==> src/rtl/data_memory_sized.sv <==
// Byte-addressed little-endian MEM-stage data memory with a post-reset clear sequencer and fault capture.
// Optional macro DMEM_DEBUG_PORT_EN adds a combinational word-wide debug read port.
module data_memory_sized #(
    parameter int DEPTH_BYTES    = 256,
    parameter int ADDR_WIDTH     = 64,
    parameter int CLEAR_ON_RESET = 1,
    parameter int CNT_WIDTH      = 8
) (
    input  logic                  clk,
    input  logic                  reset,
    input  logic [ADDR_WIDTH-1:0] Mem_Addr,
    input  logic [63:0]           Write_Data,
    input  logic                  MemWrite,
    input  logic                  MemRead,
    input  logic [2:0]            Funct3,
    output logic [63:0]           Read_Data,
    output logic                  Busy,
    output logic                  Fault,
    output logic [ADDR_WIDTH-1:0] Fault_Addr,
    output logic [CNT_WIDTH-1:0]  Fault_Count
`ifdef DMEM_DEBUG_PORT_EN
    ,
    input  logic [$clog2(DEPTH_BYTES)-4:0] Dbg_Addr,
    output logic [63:0]                    Dbg_Data
`endif
);

    localparam int BYTE_AW = $clog2(DEPTH_BYTES);
    localparam int IDX_W   = BYTE_AW - 3;
    localparam int WORDS   = DEPTH_BYTES / 8;

    typedef enum logic {CLEAR, READY} state_t;

    state_t           state_reg, state_next;
    logic [IDX_W-1:0] clr_idx_reg;
    logic             busy, clear_we;

    logic                  fault_reg, first_seen_reg;
    logic [ADDR_WIDTH-1:0] fault_addr_reg;
    logic [CNT_WIDTH-1:0]  fault_count_reg;

    logic [1:0]            size_log;
    logic [3:0]            size_bytes;
    logic [7:0]            byte_mask, be;
    logic                  misalign, in_range, funct_ok, legal;
    logic [ADDR_WIDTH:0]   end_addr;
    logic                  fault_now, store_we, load_ok;
    logic [IDX_W-1:0]      acc_idx;
    logic [63:0]           wdata_sh, rd_word, rd_sh, rd_ext;

    // State register: clr_idx is the word index of the next 8-byte block to zero.
    always_ff @(posedge clk) begin
        if (reset) begin
            state_reg   <= (CLEAR_ON_RESET != 0) ? CLEAR : READY;
            clr_idx_reg <= '0;
        end else begin
            state_reg <= state_next;
            if (state_reg == CLEAR)
                clr_idx_reg <= clr_idx_reg + 1'b1;
        end
    end

    always_comb begin
        state_next = state_reg;
        if (state_reg == CLEAR && clr_idx_reg == IDX_W'(WORDS - 1))
            state_next = READY;
    end

    always_comb begin
        busy     = (state_reg == CLEAR);
        clear_we = busy & ~reset;
    end

    // Access decode; range check is done one bit wider so a huge address cannot wrap into range.
    always_comb begin
        size_log   = Funct3[1:0];
        size_bytes = 4'd1 << size_log;
        case (size_log)
            2'd0:    begin byte_mask = 8'h01; misalign = 1'b0;           end
            2'd1:    begin byte_mask = 8'h03; misalign = Mem_Addr[0];    end
            2'd2:    begin byte_mask = 8'h0F; misalign = |Mem_Addr[1:0]; end
            default: begin byte_mask = 8'hFF; misalign = |Mem_Addr[2:0]; end
        endcase
        end_addr  = {1'b0, Mem_Addr} + {{(ADDR_WIDTH-3){1'b0}}, size_bytes};
        in_range  = (end_addr <= (ADDR_WIDTH+1)'(DEPTH_BYTES));
        funct_ok  = MemWrite ? ~Funct3[2] : (Funct3 != 3'b111);
        legal     = funct_ok & ~misalign & in_range & ~(MemRead & MemWrite);
        fault_now = (MemRead | MemWrite) & ~busy & ~legal;
        store_we  = MemWrite & ~MemRead & ~busy & legal & ~reset;
        load_ok   = MemRead & ~MemWrite & ~busy & legal;
        acc_idx   = Mem_Addr[BYTE_AW-1:3];
        be        = byte_mask << Mem_Addr[2:0];
        wdata_sh  = Write_Data << {Mem_Addr[2:0], 3'b000};
    end

    // One byte-wide array per lane so narrow stores need no read-modify-write.
    genvar gi;
    generate
        for (gi = 0; gi < 8; gi++) begin : g_lane
            logic [7:0] lane_mem [WORDS];
            always_ff @(posedge clk) begin
                if (clear_we)
                    lane_mem[clr_idx_reg] <= 8'h00;
                else if (store_we && be[gi])
                    lane_mem[acc_idx] <= wdata_sh[8*gi +: 8];
            end
            assign rd_word[8*gi +: 8] = lane_mem[acc_idx];
`ifdef DMEM_DEBUG_PORT_EN
            assign Dbg_Data[8*gi +: 8] = lane_mem[Dbg_Addr];
`endif
        end
    endgenerate

    always_comb begin
        rd_sh = rd_word >> {Mem_Addr[2:0], 3'b000};
        case (Funct3)
            3'b000:  rd_ext = {{56{rd_sh[7]}},  rd_sh[7:0]};
            3'b001:  rd_ext = {{48{rd_sh[15]}}, rd_sh[15:0]};
            3'b010:  rd_ext = {{32{rd_sh[31]}}, rd_sh[31:0]};
            3'b011:  rd_ext = rd_sh;
            3'b100:  rd_ext = {56'd0, rd_sh[7:0]};
            3'b101:  rd_ext = {48'd0, rd_sh[15:0]};
            3'b110:  rd_ext = {32'd0, rd_sh[31:0]};
            default: rd_ext = 64'd0;
        endcase
        Read_Data = load_ok ? rd_ext : 64'd0;
    end

    always_ff @(posedge clk) begin
        if (reset) begin
            fault_reg       <= 1'b0;
            fault_addr_reg  <= '0;
            fault_count_reg <= '0;
            first_seen_reg  <= 1'b0;
        end else begin
            fault_reg <= fault_now;
            if (fault_now) begin
                if (fault_count_reg != '1)
                    fault_count_reg <= fault_count_reg + 1'b1;
                if (!first_seen_reg) begin
                    fault_addr_reg <= Mem_Addr;
                    first_seen_reg <= 1'b1;
                end
            end
        end
    end

    assign Busy        = busy;
    assign Fault       = fault_reg;
    assign Fault_Addr  = fault_addr_reg;
    assign Fault_Count = fault_count_reg;

endmodule
==> config.mk <==
export PLATFORM = sky130hd
export DESIGN_NAME = data_memory_sized
export DESIGN_NICKNAME = d
export VERILOG_FILES = /design/src/rtl/data_memory_sized.sv
export SDC_FILE = /design/constraint.sdc
export NUM_CORES = 2
export LEC_CHECK = 0
export BUFFER_PORTS_ARGS = -buffer_cell sky130_fd_sc_hd__buf_2
export CORE_UTILIZATION = 34
export CTS_CLUSTER_SIZE = 10
export DETAILED_ROUTE_END_ITERATION = 7
export GPL_TIMING_DRIVEN = 0
export HOLD_SLACK_MARGIN = 0.05
export SLEW_MARGIN = 20
export SYNTH_ARGS = -nofsm -noshare
export SYNTH_HDL_FRONTEND = slang
export SYNTH_SLANG_ARGS = --single-unit
==> constraint.sdc <==
create_clock -name clk -period 9.89 [get_ports clk]
set_input_delay 1.4835 -clock clk [delete_from_list [all_inputs] [get_ports clk]]
set_output_delay 1.4835 -clock clk [all_outputs]
set_load 0.05 [all_outputs]
Word level (Yosys, flattened, before mapping) --
Memories as Yosys holds them, arrays and structs flattened. Cells that the tools add are included.
Storage, ports and cells: register bits after elaboration 80, memory bits (writable) 2048, input bits 135, output and inout bits 138, memories 8
Cells by class: add/sub/neg operators 3, magnitude comparators 1, eq/ne operators 11, shift operators 4, mux-type cells 55, bitwise logic cells 24, reductions and logical operators 23
Memory list:
- g_lane[0].lane_mem | words 32, bits a word 8, rd ports 1, clocked after memory_dff 0, wr ports 1, RTL line 100 | logic [7:0] lane_mem [WORDS];
- g_lane[1].lane_mem | words 32, bits a word 8, rd ports 1, clocked after memory_dff 0, wr ports 1, RTL line 100
- g_lane[2].lane_mem | words 32, bits a word 8, rd ports 1, clocked after memory_dff 0, wr ports 1, RTL line 100
- g_lane[3].lane_mem | words 32, bits a word 8, rd ports 1, clocked after memory_dff 0, wr ports 1, RTL line 100
- g_lane[4].lane_mem | words 32, bits a word 8, rd ports 1, clocked after memory_dff 0, wr ports 1, RTL line 100
- g_lane[5].lane_mem | words 32, bits a word 8, rd ports 1, clocked after memory_dff 0, wr ports 1, RTL line 100
- 2 more memories
Operators with widths (number):
- 64-bit one-hot mux with 7 select lines | 1
- 64-bit by 4-bit adder with 65-bit output | 1
- 65-bit by 9-bit less-or-equal comparator with 1-bit output, second input constant | 1
- 64-bit two-way mux | 1
- 8-bit two-way mux | 8
- 8-bit OR reduction | 8
- 64-bit by 6-bit << shifter with 64-bit output | 1
- 64-bit by 6-bit >> shifter with 64-bit output | 1
- 5-bit two-way mux | 8
- 1-bit two-way mux | 35
- 8-bit one-hot mux with 3 select lines | 1
- 1-bit bitwise AND | 14
- 3-bit equality test, second input constant | 3
- 1-bit logical AND | 9
- 1-bit inverter | 9
- 8-bit by 1-bit adder with 8-bit output, second input constant | 1
- 8-bit != test, second input constant | 1
- 8-bit by 3-bit << shifter with 8-bit output | 1
- 3-bit by 2-bit equality test with 1-bit output, second input constant | 2
- 5-bit by 1-bit adder with 5-bit output, second input constant | 1
- 5-bit equality test, second input constant | 1
- 2-bit AND reduction | 2
- 1-bit by 2-bit << shifter with 4-bit output, first input constant | 1
- 3-bit by 1-bit equality test with 1-bit output, second input constant | 1
- 9 further kinds | 9

Depth between registers and ports, before layout --
word-level depth 14, mapped depth 21

Least setup slack after synthesis --
Ideal clock, no wire load.
kind input to output, start input Mem_Addr[1], end output Read_Data[4], arrival time 6.816 ns, slack 1.590 ns, stages 19, buffers on the path 7, cell sequence clkbuf_1 > clkinv_1 > buf_1 > clkbuf_1 > clkbuf_1 > xnor2_1 > ha_1 > nor2_1 > o2111ai_2 > buf_2 > nand4_2 > o41ai_1 > nand4_1 > nor4_2 > nand4_2 > or3b_1 > buf_2 > buf_2 > nor3_1
Between the ends: word-level cells in the longest chain between the ends 8, elaborated cells on any way between the ends 13, classes of those cells add/sub (1); order compare (1); shift (1); mux (3); bitwise (5); reduce/logical (2)
RTL lines:
- from (decl) | RTL line 11 | input logic [ADDR_WIDTH-1:0] Mem_Addr,
- parallel branches: the longest is 7 deep, another holds 64-bit by 4-bit adder with 65-bit output
- 64-bit two-way mux * | RTL line 126 | Read_Data = load_ok ? rd_ext : 64'd0;
- to (decl) | RTL line 16 | output logic [63:0] Read_Data,
Mark *: on every way between the ends.

Worst setup path after layout --
start input Mem_Addr[4], end output Read_Data[1]
Between the ends: word-level cells in the longest chain between the ends 6, elaborated cells on any way between the ends 16, classes of those cells add/sub (1); order compare (1); shift (1); mux (2); bitwise (3); memory (8)
RTL lines:
- 64-bit by 4-bit adder with 65-bit output | RTL line 84 | end_addr = {1'b0, Mem_Addr} + {{(ADDR_WIDTH-3){1'b0}}, size_bytes};
- 65-bit by 9-bit less-or-equal comparator with 1-bit output | RTL line 85 | in_range = (end_addr <= (ADDR_WIDTH+1)'(DEPTH_BYTES));
- 1-bit bitwise AND (2 in series) | RTL line 87 | legal = funct_ok & ~misalign & in_range & ~(MemRead & MemWrite);
- 1-bit bitwise AND | RTL line 90 | load_ok = MemRead & ~MemWrite & ~busy & legal;
- 64-bit two-way mux * | RTL line 126
Mark *: on every way between the ends. The rest lies on a longest branch, timed or not.

==> qor.yml <==
synthesis:
  synthCells: 4732
  synthFlopType: "sky130_fd_sc_hd__edfxtp_1"
  ys_warn_count: 0
  mappedNetlistArea_um2: 88700
  synth_enable_flop_cells: 2048
  share_of_the_yosys_chip_area_belonging_to_registers_pct: 71.2
  synth.net_count: 4873
  synth.distinct_cells: 80
  syn_area_per_cell_um2: 18.7
  postSynth.asyncResetShare_pct: 0
  ys_ff_latch: 2128
clock_tree:
  cts_buffer_depth: 3
  clock_tree.root_cell: "sky130_fd_sc_hd__clkbuf_16"
  clk_latency_ns: 0.91
  tritoncts.num_buffers: 239
  tritoncts: "built"
  clock_pin_slew_of_the_registers_on_the_worst_case_setup_and_hold_paths_ns: 0.06
  cts-htree-levels: 4
  postCtsSetupBuffers: 0
  clock_sink_count: 2128
timing:
  fmax_ghz: 0.0990
  finalClockSkew_ns: 0.0749
  final_max_slew_viol_count: 0
  share_of_the_cycle_needed_by_the_critical_path_after_routing_pct: 102
  final-setup-viol-count: 11
  tightest_slew_ns: 1.45
  max-slew-margin-rel_pct: 2.03
  rsz0062_at_grt: "false"
  final_hold_viol_count: 0
  final.setup.tns_ns: -1.18
  setup_ws_ns: -0.212
  period_minus_slack_ns: 10.10
run_status:
  outcome: "finished with violations"
  violations: "setup timing"
finish:
  area_delta_synth_final_pct: 18.0
  multi_input_gate_area_um2: 25200
  largest_register_ff_count: 2048
  nFillCells: 23100
  register_area_um2: 63100
  nets: 5614
  post_route_cells_drive_above_1_share_pct: 33.8
  top_register: "g_lane.lane_mem"
  design_area_um2: 105000
placement:
  placed_cell_area_um2: 97800
  placement.io_buffers: 260
  pre_cts_ws_ns: -1.19
  place.gp.congestion: 1.10
  dp.final_hpwl_um: 249000
critical_path:
  crit_path_max_fanout: 10
  largest_stage_delay_worst_path_ns: 0.84
  worstRegToRegCells: 7
  worstPathRequired_ns: 8.41
  data_arrival_at_the_endpoint_of_the_critical_path_ns: 8.62
  timing.setup.critical_path_class: "primary input to output port"
  cp-start-kind: "primary input"
  path_cells: "buf_2, buf_4, buf_4, buf_4, buf_4, clkbuf_1, clkdlybuf4s15_1, clkbuf_2, mux4_2, mux4_2, nand2_1, nand2_1, nor2_1, a311oi_2, nor3_1, nor3_1, buf_2"
  slowest_cell_on_the_critical_path: "sky130_fd_sc_hd__clkdlybuf4s15_1"
  crit_top_cell: "sky130_fd_sc_hd__buf_4"
  cp_endpoint_kind: "output port"
floorplanning:
  core-area_um2: 259000
  core.rowCount: 187
  io_pins: 273
  die_width_um: 513
  initial_core_util_pct: 34.2
  die_y_um: 513
  floorplan.die_area_um2: 263000
power:
  power_uw: 18900
  irDropWorstVdd_mv: 0.163
  leakage_uw: 0.0356
  power.density_cell_area_nw_per_um2: 181
routing:
  wl_um: 334000
  remaining_drc_errors: 0
  ant_nets: 0
  vias_per_cell: 5.98
  avgRoutedWirePerCell_um: 37.2
  detailedRoute.firstPassIterationCount: 6
  drtIter0Drc: 7631
  vias_post_dr: 53600
grt:
  grt_pass1_vias: 52400
  grt_max_degree: 33
  grt_antenna_before_repair: 34
  grt_overall_usage_pct: 25.2
  grt_overflow_total: 0
  wire_length_of_the_first_global_routing_pass_um: 449000
worst_hold_path:
  hp-class: "register to register"
  hold_depth: 2
run:
  maxCapViolCount: 0
==> where the power goes <==
part	leakage, uW	internal [uW]	switching [uW]
logic	0.0111	363	835
registers	0.0213	9800	14.4
clock network	0.00325	4470	3470
==> worst max-delay path: cells and delay by family <==
kind	cells	cell delay, ns
AOI/OAI and AO/OA	1	0.22
buffers and inverters	9	4.24
muxes	2	0.94
and+or+nand+nor	5	1.64
==> path summary, 6_finish.rpt <==
check,start,end,slack (ns)
hold reg to reg,first_seen_reg$_SDFFE_PP0P_,first_seen_reg$_SDFFE_PP0P_,0.45
setup reg to reg,state_reg$_SDFFE_PP0P_,g_lane[2].lane_mem[18][4]$_DFFE_PP_,5.79
hold / removal,first_seen_reg$_SDFFE_PP0P_,first_seen_reg$_SDFFE_PP0P_,0.45
setup / recovery,Mem_Addr[4],Read_Data[1],-0.21
==> per-layer routing <==
metal,routed length (um),up-vias,GRT usage [%]
li1,-,20900,-
met1,125000,28500,31.9
met2,153000,3411,39.3
met3,31500,821,5.95
met4,24000,6,15.2
met5,36,-,0
==> kinds of logic (layout without fill, tap and decap cells) <==
family	after synthesis	in the layout	synth area share, %
AND/OR/NAND/NOR	853	853	4.45
AO/OA/AOI/OAI	531	531	3.57
buffers and inverters	337	1170	1.56
XOR/XNOR	33	33	0.326
adder cells (fa/ha/maj)	6	6	0.0847
flip-flops	2128	2128	71.2
multiplexers	844	844	18.8
other	0	11	0
==> through the flow <==
step | utilization (%) | cells | hold WS (ns)
floorplan | - | 4732 | 0.425
global placement | 36.3 | 8394 | 0.453
detailed placement | 37.7 | 8633 | 0.443
CTS | 40.3 | 8965 | 0.457
global route | 40.3 | 8973 | 0.495
finish | 40.3 | 8978 | 0.454
==> Yosys cell counts (all sizes together) (20+ instances only) <==
cell / number / area share, %
edfxtp: 2048 / 69
mux4: 659 / 17
nand2: 341 / 1.4
o21ai: 306 / 1.8
nor2: 252 / 1.1
clkbuf: 180 / 0.76
mux2i: 169 / 1.9
buf: 128 / 0.68
a21oi: 96 / 0.54
dfxtp: 80 / 1.8
nor3: 47 / 0.27
nand4: 45 / 0.38
nand3: 32 / 0.18
inv: 26 / 0.11
nor4: 25 / 0.23
a211oi: 21 / 0.18
xnor2: 20 / 0.20
==> repair_timing <==
action	in CTS	in global routing
endpoints found under the setup margin	64	64
resized for setup	9	7
hold buffers	0	0
==> final cells by class <==
class	instances	share of cell area [%]
buffer	307	1.32
clock inverter	26	0.367
clock buffer	307	6.05
multi-input combinational	2267	24.1
timing repair buffer	501	3.67
antenna	11	0.0263
inverter	29	0.109
sequential	2128	60.3
tap	3402	4.07
==> cell usage in the layout (no fill, tap or decap), types with 28 or more instances in the layout <==
master,instances
sky130_fd_sc_hd__nor2_1,204
sky130_fd_sc_hd__o21ai_1,70
sky130_fd_sc_hd__o21ai_2,179
sky130_fd_sc_hd__mux2i_1,163
sky130_fd_sc_hd__nand3_1,32
sky130_fd_sc_hd__clkbuf_2,41
sky130_fd_sc_hd__nor2_2,28
sky130_fd_sc_hd__buf_2,361
sky130_fd_sc_hd__clkbuf_1,208
sky130_fd_sc_hd__nand2_1,341
sky130_fd_sc_hd__o21ai_0,57
sky130_fd_sc_hd__buf_6,98
sky130_fd_sc_hd__nor3_1,44
sky130_fd_sc_hd__clkbuf_16,242
sky130_fd_sc_hd__buf_4,87
sky130_fd_sc_hd__edfxtp_1,2048
sky130_fd_sc_hd__buf_8,43
sky130_fd_sc_hd__mux4_2,659
sky130_fd_sc_hd__a21oi_1,95
sky130_fd_sc_hd__nand4_1,37
sky130_fd_sc_hd__dfxtp_1,80
Power figures use the tool's default switching activity.
